<file path="src/rtl/comp_pkg.sv">
`default_nettype none
// +-----------------------------------------------------------------------+
// | comp_pkg                                                              |
// | Shared types and flag positions for the comparator self-test engine.  |
// | Rev 1.0                                                               |
// +-----------------------------------------------------------------------+
package comp_pkg;

    typedef enum logic [1:0] {
        IDLE = 2'd0,
        RUN  = 2'd1,
        DONE = 2'd2
    } bist_state_t;

    localparam int FLAG_EQ = 2;
    localparam int FLAG_GT = 1;
    localparam int FLAG_LT = 0;

    typedef logic [2:0] flags_t;

endpackage
`default_nettype wire

</file>
<file path="src/rtl/comp_golden.sv">
`default_nettype none
// +-----------------------------------------------------------------------+
// | comp_golden                                                           |
// | Combinational expected {eq,gt,lt} for an upper-vs-lower operand bus.  |
// | Rev 1.0                                                               |
// +-----------------------------------------------------------------------+
module comp_golden
    import comp_pkg::*;
#(
    parameter int WIDTH = 2
) (
    input  logic [2*WIDTH-1:0] data,
    output flags_t             expected
);

    logic [WIDTH-1:0] w_a;
    logic [WIDTH-1:0] w_b;

    assign w_a = data[2*WIDTH-1:WIDTH];
    assign w_b = data[WIDTH-1:0];

    always_comb begin
        expected          = '0;
        expected[FLAG_EQ] = (w_a == w_b);
        expected[FLAG_GT] = (w_a >  w_b);
        expected[FLAG_LT] = (w_a <  w_b);
    end

endmodule
`default_nettype wire

</file>
<file path="src/rtl/comp_bist.sv">
`default_nettype none
// +-----------------------------------------------------------------------+
// | comp_bist                                                             |
// | Exhaustive sweep of comparator operand pairs with scoring and capture.|
// | Rev 1.0                                                               |
// +-----------------------------------------------------------------------+
module comp_bist
    import comp_pkg::*;
#(
    parameter int WIDTH = 2,
    parameter int ERRW  = 2*WIDTH+1
) (
    input  logic                clk,
    input  logic                reset,
    input  logic                start,
    output logic [2*WIDTH-1:0]  data,
    input  logic                eq,
    input  logic                gt,
    input  logic                lt,
    output logic                busy,
    output logic                done,
    output logic                pass,
    output logic [ERRW-1:0]     err_count,
    output logic [2*WIDTH-1:0]  first_fail,
    output logic [2:0]          first_fail_flags,
    output logic                fail_seen
);

    localparam logic [2*WIDTH-1:0] c_last     = '1;
    localparam logic [2*WIDTH-1:0] c_data_one = {{(2*WIDTH-1){1'b0}}, 1'b1};
    localparam logic [ERRW-1:0]    c_err_max  = '1;
    localparam logic [ERRW-1:0]    c_err_one  = {{(ERRW-1){1'b0}}, 1'b1};

    bist_state_t          r_state;
    bist_state_t          w_state_nxt;
    logic [2*WIDTH-1:0]   r_data;
    logic [ERRW-1:0]      r_err_count;
    logic [2*WIDTH-1:0]   r_first_fail;
    flags_t               r_first_fail_flags;
    logic                 r_fail_seen;

    flags_t               w_expected;
    flags_t               w_flags;
    logic                 w_mismatch;
    logic                 w_clear;
    logic                 w_score;
    logic                 w_last;

    comp_golden #(
        .WIDTH (WIDTH)
    ) u_golden (
        .data     (r_data),
        .expected (w_expected)
    );

    always_comb begin
        w_flags          = '0;
        w_flags[FLAG_EQ] = eq;
        w_flags[FLAG_GT] = gt;
        w_flags[FLAG_LT] = lt;
    end

    // Any bit difference counts, so invalid triples (000, multi-hot) always fail.
    assign w_mismatch = (w_flags != w_expected);
    assign w_last     = (r_data == c_last);

    always_ff @(posedge clk or posedge reset) begin
        if (reset) begin
            r_state <= IDLE;
        end else begin
            r_state <= w_state_nxt;
        end
    end

    always_comb begin
        w_state_nxt = r_state;
        w_clear     = 1'b0;
        w_score     = 1'b0;
        busy        = 1'b0;
        done        = 1'b0;
        case (r_state)
            IDLE: begin
                if (start) begin
                    w_state_nxt = RUN;
                    w_clear     = 1'b1;
                end
            end
            RUN: begin
                busy    = 1'b1;
                w_score = 1'b1;
                if (w_last) begin
                    w_state_nxt = DONE;
                end
            end
            DONE: begin
                done = 1'b1;
                if (start) begin
                    w_state_nxt = RUN;
                    w_clear     = 1'b1;
                end
            end
            default: begin
                w_state_nxt = IDLE;
            end
        endcase
    end

    always_ff @(posedge clk or posedge reset) begin
        if (reset) begin
            r_data             <= '0;
            r_err_count        <= '0;
            r_first_fail       <= '0;
            r_first_fail_flags <= '0;
            r_fail_seen        <= 1'b0;
        end else if (w_clear) begin
            r_data             <= '0;
            r_err_count        <= '0;
            r_first_fail       <= '0;
            r_first_fail_flags <= '0;
            r_fail_seen        <= 1'b0;
        end else if (w_score) begin
            if (w_mismatch) begin
                if (r_err_count != c_err_max) begin
                    r_err_count <= r_err_count + c_err_one;
                end
                if (!r_fail_seen) begin
                    r_first_fail       <= r_data;
                    r_first_fail_flags <= w_flags;
                    r_fail_seen        <= 1'b1;
                end
            end
            // The final vector is held so DONE still shows the last operand pair.
            if (!w_last) begin
                r_data <= r_data + c_data_one;
            end
        end
    end

    assign data             = r_data;
    assign err_count        = r_err_count;
    assign first_fail       = r_first_fail;
    assign first_fail_flags = r_first_fail_flags;
    assign fail_seen        = r_fail_seen;
    assign pass             = done & ~r_fail_seen;

endmodule
`default_nettype wire

</file>
<file path="config.mk">
export PLATFORM = sky130hd
export DESIGN_NAME = comp_bist
export DESIGN_NICKNAME = d
export VERILOG_FILES = /design/src/rtl/comp_pkg.sv /design/src/rtl/comp_golden.sv /design/src/rtl/comp_bist.sv
export SDC_FILE = /design/constraint.sdc
export NUM_CORES = 1
export LEC_CHECK = 0
export ABC_AREA = 1
export BUFFER_PORTS_ARGS = -buffer_cell sky130_fd_sc_hd__clkbuf_2
export CAP_MARGIN = 20
export CORE_ASPECT_RATIO = 1.5
export CORE_MARGIN = 4
export CORE_UTILIZATION = 25
export CTS_BUF_LIST = sky130_fd_sc_hd__clkbuf_4 sky130_fd_sc_hd__clkbuf_8
export DETAILED_ROUTE_END_ITERATION = 10
export SYNTH_ARGS = -nofsm -noshare
export SYNTH_HDL_FRONTEND = slang
export SYNTH_HIERARCHICAL = 1
export SYNTH_SLANG_ARGS = --single-unit
</file>
<file path="constraint.sdc">
create_clock -name clk -period 1.55 [get_ports clk]
set_input_delay 0.3875 -clock clk [delete_from_list [all_inputs] [get_ports clk]]
set_output_delay 0.3875 -clock clk [all_outputs]
set_load 0.005 [all_outputs]
</file>
==> impl_metrics.py, run 1 <==
metrics = {
    "synth": {
        "avgSynthCellArea_um2": 8.47,
        "synth_ff_type": "dfrtp_1",
        "netlist_top_cells_count": "38 x nand2_1, 19 x dfrtp_1, 18 x inv_1",
        "synth_edf_count": 0,
        "synthArstFlopShare": 1.00,
        "yosysUniqueCellTypes": 28,
        "synth_cells": 137,
        "ys_ff_latch": 19,
        "netlist.area_leader.share": 0.410,
        "synth.area.top_cells": "dfrtp_1 41%, nand2_1 12%, inv_1 5.8%",
        "yosys_warnings": 6,
        "syn_nets": 148,
        "netlist_area_um2": 1160,
        "ys_seq_area_frac": 0.410,
        "yosys.area.top_type": "dfrtp_1",
        "yosysMostFrequentCell": "nand2_1",
    },
    "sta": {
        "fmax_ghz": 0.604,
        "rsz0062_at_grt": "true",
        "setup_ws_ns": -0.104,
        "period_share": 1.07,
        "final_max_slew_viol_count": 0,
        "setup_viol": 13,
        "hold_viol_final": 0,
        "fin_skew_ns": 0.00180,
        "fin_crit_ns": 1.65,
        "worst_pin_slew_ns": 0.253,
        "maxSlewHeadroom": 0.831,
    },
    "run": {
        "cap_viol_max_count": 0,
    },
    "finish": {
        "drive_above_1_share": 0.425,
        "syn2layout_area_growth_pct": 32.7,
        "num-nets-final": 186,
        "diodes": 0,
        "design_area_um2": 1540,
    },
    "route": {
        "totalWireLength_um": 2800,
        "vias": 1018,
        "drt-pass1-iter-count": 4,
        "via_per_inst": 4.59,
        "drc": 0,
        "avgRoutedWirePerCell_um": 12.6,
        "drtAntennaViolNets": 0,
        "drt_iter0_markers": 21,
    },
    "clock_tree": {
        "cts_hold_buf": 0,
        "clk_pin_slew_ns": 0.07,
        "cts_sinks": 19,
        "root_buffer": "clkbuf_8",
        "cts_max_level": 1,
        "cts_buffers": 3,
        "clkLatencyLatePin_ns": 0.26,
        "clockBufferDepth": 2,
        "cts_tree": "yes",
    },
    "global_route": {
        "grt_pass1_wl_um": 4800,
        "grt_max_degree": 20,
        "grt.overflow.total": 0,
        "grt_usage": 0.106,
        "antenna_found_initial": 0,
        "grt_pass1_vias": 1020,
    },
    "die": {
        "die_w_um": 63.6,
        "ios": 26,
        "start_util": 0.257,
        "num_rows": 30,
        "die_area_um2": 5820,
        "core_um2": 4500,
        "fp.dieH_um": 91.4,
    },
    "worst_setup_path": {
        "cp_slowest_stage_delay_ns": 0.38,
        "cp_cell_sequence": "ha_1 > nand2_2 > inv_2 > a21oi_2 > inv_1 > nand2_2 > nand2_4 > nand4_4 > nand3_4 > nand2_1 > nand2_1",
        "rrSetupSlack_ns": -0.10,
        "worst_setup_path_start_kind": "register",
        "timing.rr.end": "first_fail[2]",
        "worstPathMaxFanout": 7,
        "worst_ep_required_time_ns": 1.70,
        "worst_setup_path_end_kind": "register",
        "crit_slowest_cell": "dfrtp_1",
        "worst-endpoint-arrival_ns": 1.81,
        "path_buf_inv": 2,
        "reg2regPathDepth": 11,
        "reg2reg_from": "data[0]",
        "worstSetupPathType": "reg2reg",
        "cpLargestDelayFamily": "simple AND/OR/NAND/NOR gates",
    },
    "place": {
        "io_buffers": 25,
        "dp_hpwl_um": 2200,
        "dp_slack_ns": -0.136,
        "gp_congestion": 0.748,
        "dpl-instance-area_um2": 1390,
    },
    "power_and_ir_drop": {
        "cellPowerDensity_nw_per_um2": 2360,
        "peakVddDrop_mv": 0.484,
        "power_mw": 3.64,
        "power_leakage_nw": 0.810,
    },
    "run_status": {
        "status": "complete, but fails checks",
        "violations": "setup timing",
    },
    "hold_path": {
        "hold_path.class": "in2async",
    },
}
==> flip-flops by register name, summed over array words and instances (netlist names) <==
name / flops
err_count: 5
data: 4
first_fail: 4
first_fail_flags: 3
r_state: 2
fail_seen: 1
==> final cells by class <==
class	instances	area, um2
Clock buffer	4	48.8
Fill cell	478	2970
Inverter	24	92.6
Multi-Input combinational cell	94	672
Sequential cell	19	477
Tap cell	48	60.1
Timing Repair Buffer	33	189
==> power by group <==
part           internal [mW]  switching (mW)  leakage [nW]
logic                  0.968            1.39         0.551
clock network          0.201           0.167        0.0262
registers              0.727           0.180         0.232
==> metal layers <==
layer	wire length [um]	share of wire	up-vias	GRT usage
li1	-	-	514	-
met1	995	0.36	485	0.101
met2	1660	0.59	14	0.210
met3	89	0.032	5	0.0248
met4	49	0.018	0	0.0432
met5	0	0	-	0
==> worst max path at each step <==
stage	start	endpoint	slack (ns)	cells past startpoint
final	data[0]	first_fail[2]	-0.10	11
after global routing	data[0]	first_fail_flags[0]	-0.23	11
after CTS	data[2]	first_fail[1]	-0.09	12
after detailed placement	data[3]	first_fail[1]	-0.14	11
after global placement	data[3]	first_fail_flags[2]	-0.11	10
after floorplan	data[3]	first_fail[0]	-0.07	11
==> metrics by stage <==
step / TNS (ns) / utilization / instances / hold slack [ns]
after floorplan: -0.744 / - / 137 / 0.339
after global placement: -1.24 / 0.309 / 216 / 0.408
after detailed placement: -1.56 / 0.309 / 216 / 0.407
after CTS: -0.925 / 0.335 / 222 / 0.130
after global routing: -2.47 / 0.342 / 222 / 0.164
final: -0.974 / 0.342 / 222 / 0.121
==> tightest hold or removal path, stage by stage <==
cell and delay [ns]:
clkbuf_2 0.08, inv_1 0.04, buf_4 0.25
==> cell usage in the layout (no fill, tap or decap), types with 2 or more instances in the layout <==
cell,instances
nand4_1,8
xor2_1,2
buf_4,7
o21ai_0,2
nand2_4,2
dfrtp_1,18
inv_2,8
nand2_1,28
nand2_8,2
nor2_4,2
clkbuf_8,3
inv_1,14
nand3_1,10
ha_1,4
nor2_1,8
nand3_4,3
nand2_2,10
clkbuf_2,24
a21oi_2,2
==> repair_timing <==
item / 4_1_cts / 5_1_grt
gates cloned: 1 / 0
setup endpoints to repair: 13 / 14
hold endpoints to repair: 0 / 0
setup buffers: 1 / 0
gates resized for setup: 9 / 14
pin swaps: 15 / 12
==> kinds of logic after synthesis <==
family	after synthesis	share of synthesized area
compound gates	8	0.0399
xor+xnor	3	0.0291
fa+ha+maj	5	0.0539
buf+inv	25	0.0863
flops	19	0.410
simple gates	77	0.381
Power figures use the tool's default switching activity.
==> inputs of run 2 (changes only) <==
--- a/config.mk
+++ b/config.mk
@@ -10,7 +10,7 @@
 export CAP_MARGIN = 20
 export CORE_ASPECT_RATIO = 1.5
 export CORE_MARGIN = 4
-export CORE_UTILIZATION = 25
+export CORE_UTILIZATION = 30
 export CTS_BUF_LIST = sky130_fd_sc_hd__clkbuf_4 sky130_fd_sc_hd__clkbuf_8
 export DETAILED_ROUTE_END_ITERATION = 10
 export SYNTH_ARGS = -nofsm -noshare
==> run 2 against run 1 <==
Net effect:
- the flow still finishes with violations (setup timing)
- final area is 0.89% higher
- register-to-register slack about the same
- total power is 1.9% higher
- worst setup slack better by 0.00065 ns
- sequential cell count unchanged
- wire length fell by 5.8%
- fmax about the same
- largest power group unchanged
- worst hold slack lost 0.0023 ns
- sequential share of layout area down 0.27 points
- highest routed layer unchanged
==> impl_metrics.py, run 2 (synthesis results as in run 1) <==
metrics = {
    "run_status": {
        "status": "complete, but fails checks",
        "violations": "setup timing",
    },
    "global_route": {
        "grt_usage": 0.120,
        "grt.overflow.total": 0,
        "grt_pass1_wl_um": 4660,
        "grt_max_degree": 20,
        "antenna_found_initial": 0,
        "grt_pass1_vias": 1038,
    },
    "die": {
        "fp.dieH_um": 84.2,
        "ios": 26,
        "die_w_um": 58.8,
        "num_rows": 27,
        "die_area_um2": 4950,
        "start_util": 0.312,
        "core_um2": 3720,
    },
    "sta": {
        "maxSlewHeadroom": 0.834,
        "hold_viol_final": 0,
        "final_max_slew_viol_count": 0,
        "setup_ws_ns": -0.104,
        "period_share": 1.07,
        "fin_crit_ns": 1.65,
        "fin_setup_tns_ns": -1.12,
        "worst_pin_slew_ns": 0.249,
        "fmax_ghz": 0.605,
        "rsz0062_at_grt": "true",
        "fin_skew_ns": 0.00122,
        "setup_viol": 13,
    },
    "power_and_ir_drop": {
        "p_switching_mw": 1.77,
        "cellPowerDensity_nw_per_um2": 2390,
        "power_leakage_nw": 0.814,
        "swShare": 0.479,
        "p_clk_frac": 0.096,
        "power_frac_seq": 0.239,
        "peakVddDrop_mv": 0.882,
        "combPwrFrac": 0.664,
        "p_int_mw": 1.93,
    },
    "clock_tree": {
        "clk_pin_slew_ns": 0.07,
        "clkLatencyLatePin_ns": 0.25,
        "cts_sinks": 19,
        "root_buffer": "clkbuf_8",
        "cts_tree": "yes",
        "cts_max_level": 1,
        "cts_buffers": 3,
        "clockBufferDepth": 2,
    },
    "worst_setup_path": {
        "worstPathMaxFanout": 6,
        "worst-endpoint-arrival_ns": 1.81,
        "worst_setup_path_start_kind": "register",
        "worst_setup_path_end_kind": "register",
        "worst_ep_required_time_ns": 1.70,
        "worstSetupPathType": "reg2reg",
        "rrSetupSlack_ns": -0.10,
    },
    "place": {
        "dp_slack_ns": -0.138,
        "dpl-instance-area_um2": 1380,
        "gp_congestion": 0.721,
        "dp_hpwl_um": 2030,
        "io_buffers": 25,
    },
    "route": {
        "drtAntennaViolNets": 0,
        "drt_iter0_markers": 9,
        "totalWireLength_um": 2640,
        "via_per_inst": 4.69,
        "drc": 0,
        "drt-pass1-iter-count": 2,
        "avgRoutedWirePerCell_um": 12.1,
        "vias": 1017,
    },
    "finish": {
        "diodes": 0,
        "post-route-util": 0.418,
        "seq_area_um2": 477,
        "largest_reg_flops": 5,
        "design_area_um2": 1550,
        "final_common_cell": "nand2_1",
        "fillCellCount": 392,
        "multi_input_area_um2": 671,
        "syn2layout_area_growth_pct": 33.9,
        "most-common-layout-cells": "27 x nand2_1, 24 x clkbuf_2, 18 x dfrtp_1, 15 x inv_1, 11 x nand2_2",
        "drive_above_1_share": 0.414,
        "num-nets-final": 186,
    },
    "run": {
        "cap_viol_max_count": 0,
    },
    "hold_path": {
        "hold_path.class": "in2async",
    },
}
[run 2: cell type report]
cell class              instances  area share
inverters                      24      0.0612
multi-input cells              94       0.432
repair buffers                 33       0.134
flip-flops and latches         19       0.307
well taps                      43      0.0346
clock buffers                   4      0.0314
[run 2: repair_timing]
item                       in CTS  in global routing
hold buffers                    0                  0
setup endpoints to repair      12                 14
buffers inserted                1                  1
cloned                          1                  0
pin swaps                      15                 10
gates resized for setup         3                 19
[run 2: per-layer routing]
layer  track usage  share of wire  up-vias
met4        0.0536          0.031        0
met5             0              0        -
met2         0.207           0.54       20
li1              -              -      515
met1         0.139           0.39      475
met3        0.0231          0.044        7
[run 2: power groups by stage]
stage | clock, mW | sequential, mW | combinational, mW
after floorplan | 0 | 0.929 | 1.39
after global placement | 0 | 0.889 | 2.03
after detailed placement | 0 | 0.885 | 2.05
after CTS | 0.370 | 0.886 | 2.17
after global routing | 0.391 | 0.927 | 2.75
final | 0.357 | 0.887 | 2.46
[run 2: through the flow]
stage               hold slack (ns)  std cells  power, mW
floorplan                     0.339        137       2.32
global placement              0.404        210       2.92
detailed placement            0.408        210       2.93
CTS                           0.128        216       3.43
global route                  0.156        217       4.06
finish                        0.119        217       3.71
[run 2: worst paths after layout]
kind                                     startpoint                   to  cells past startpoint
worst max-delay path                        data[0]         err_count[1]                     11
worst min-delay path                          reset         err_count[3]                      3
worst max register to register              data[0]         err_count[1]                     11
worst min register to register  first_fail_flags[2]  first_fail_flags[2]                      2
max in group asynchronous                     reset           r_state[1]                      3
min in group clk                              start           r_state[1]                      2
[run 2: worst max-delay path: stages, from the launching register on]
cell,delay (ns)
dfrtp_1,0.38
ha_1,0.29
nand2_1,0.08
inv_2,0.08
a21oi_4,0.14
nand2_2,0.08
nand2_4,0.11
nand3_4,0.09
nand3_4,0.13
inv_4,0.06
nand2_2,0.06
nand2_2,0.04
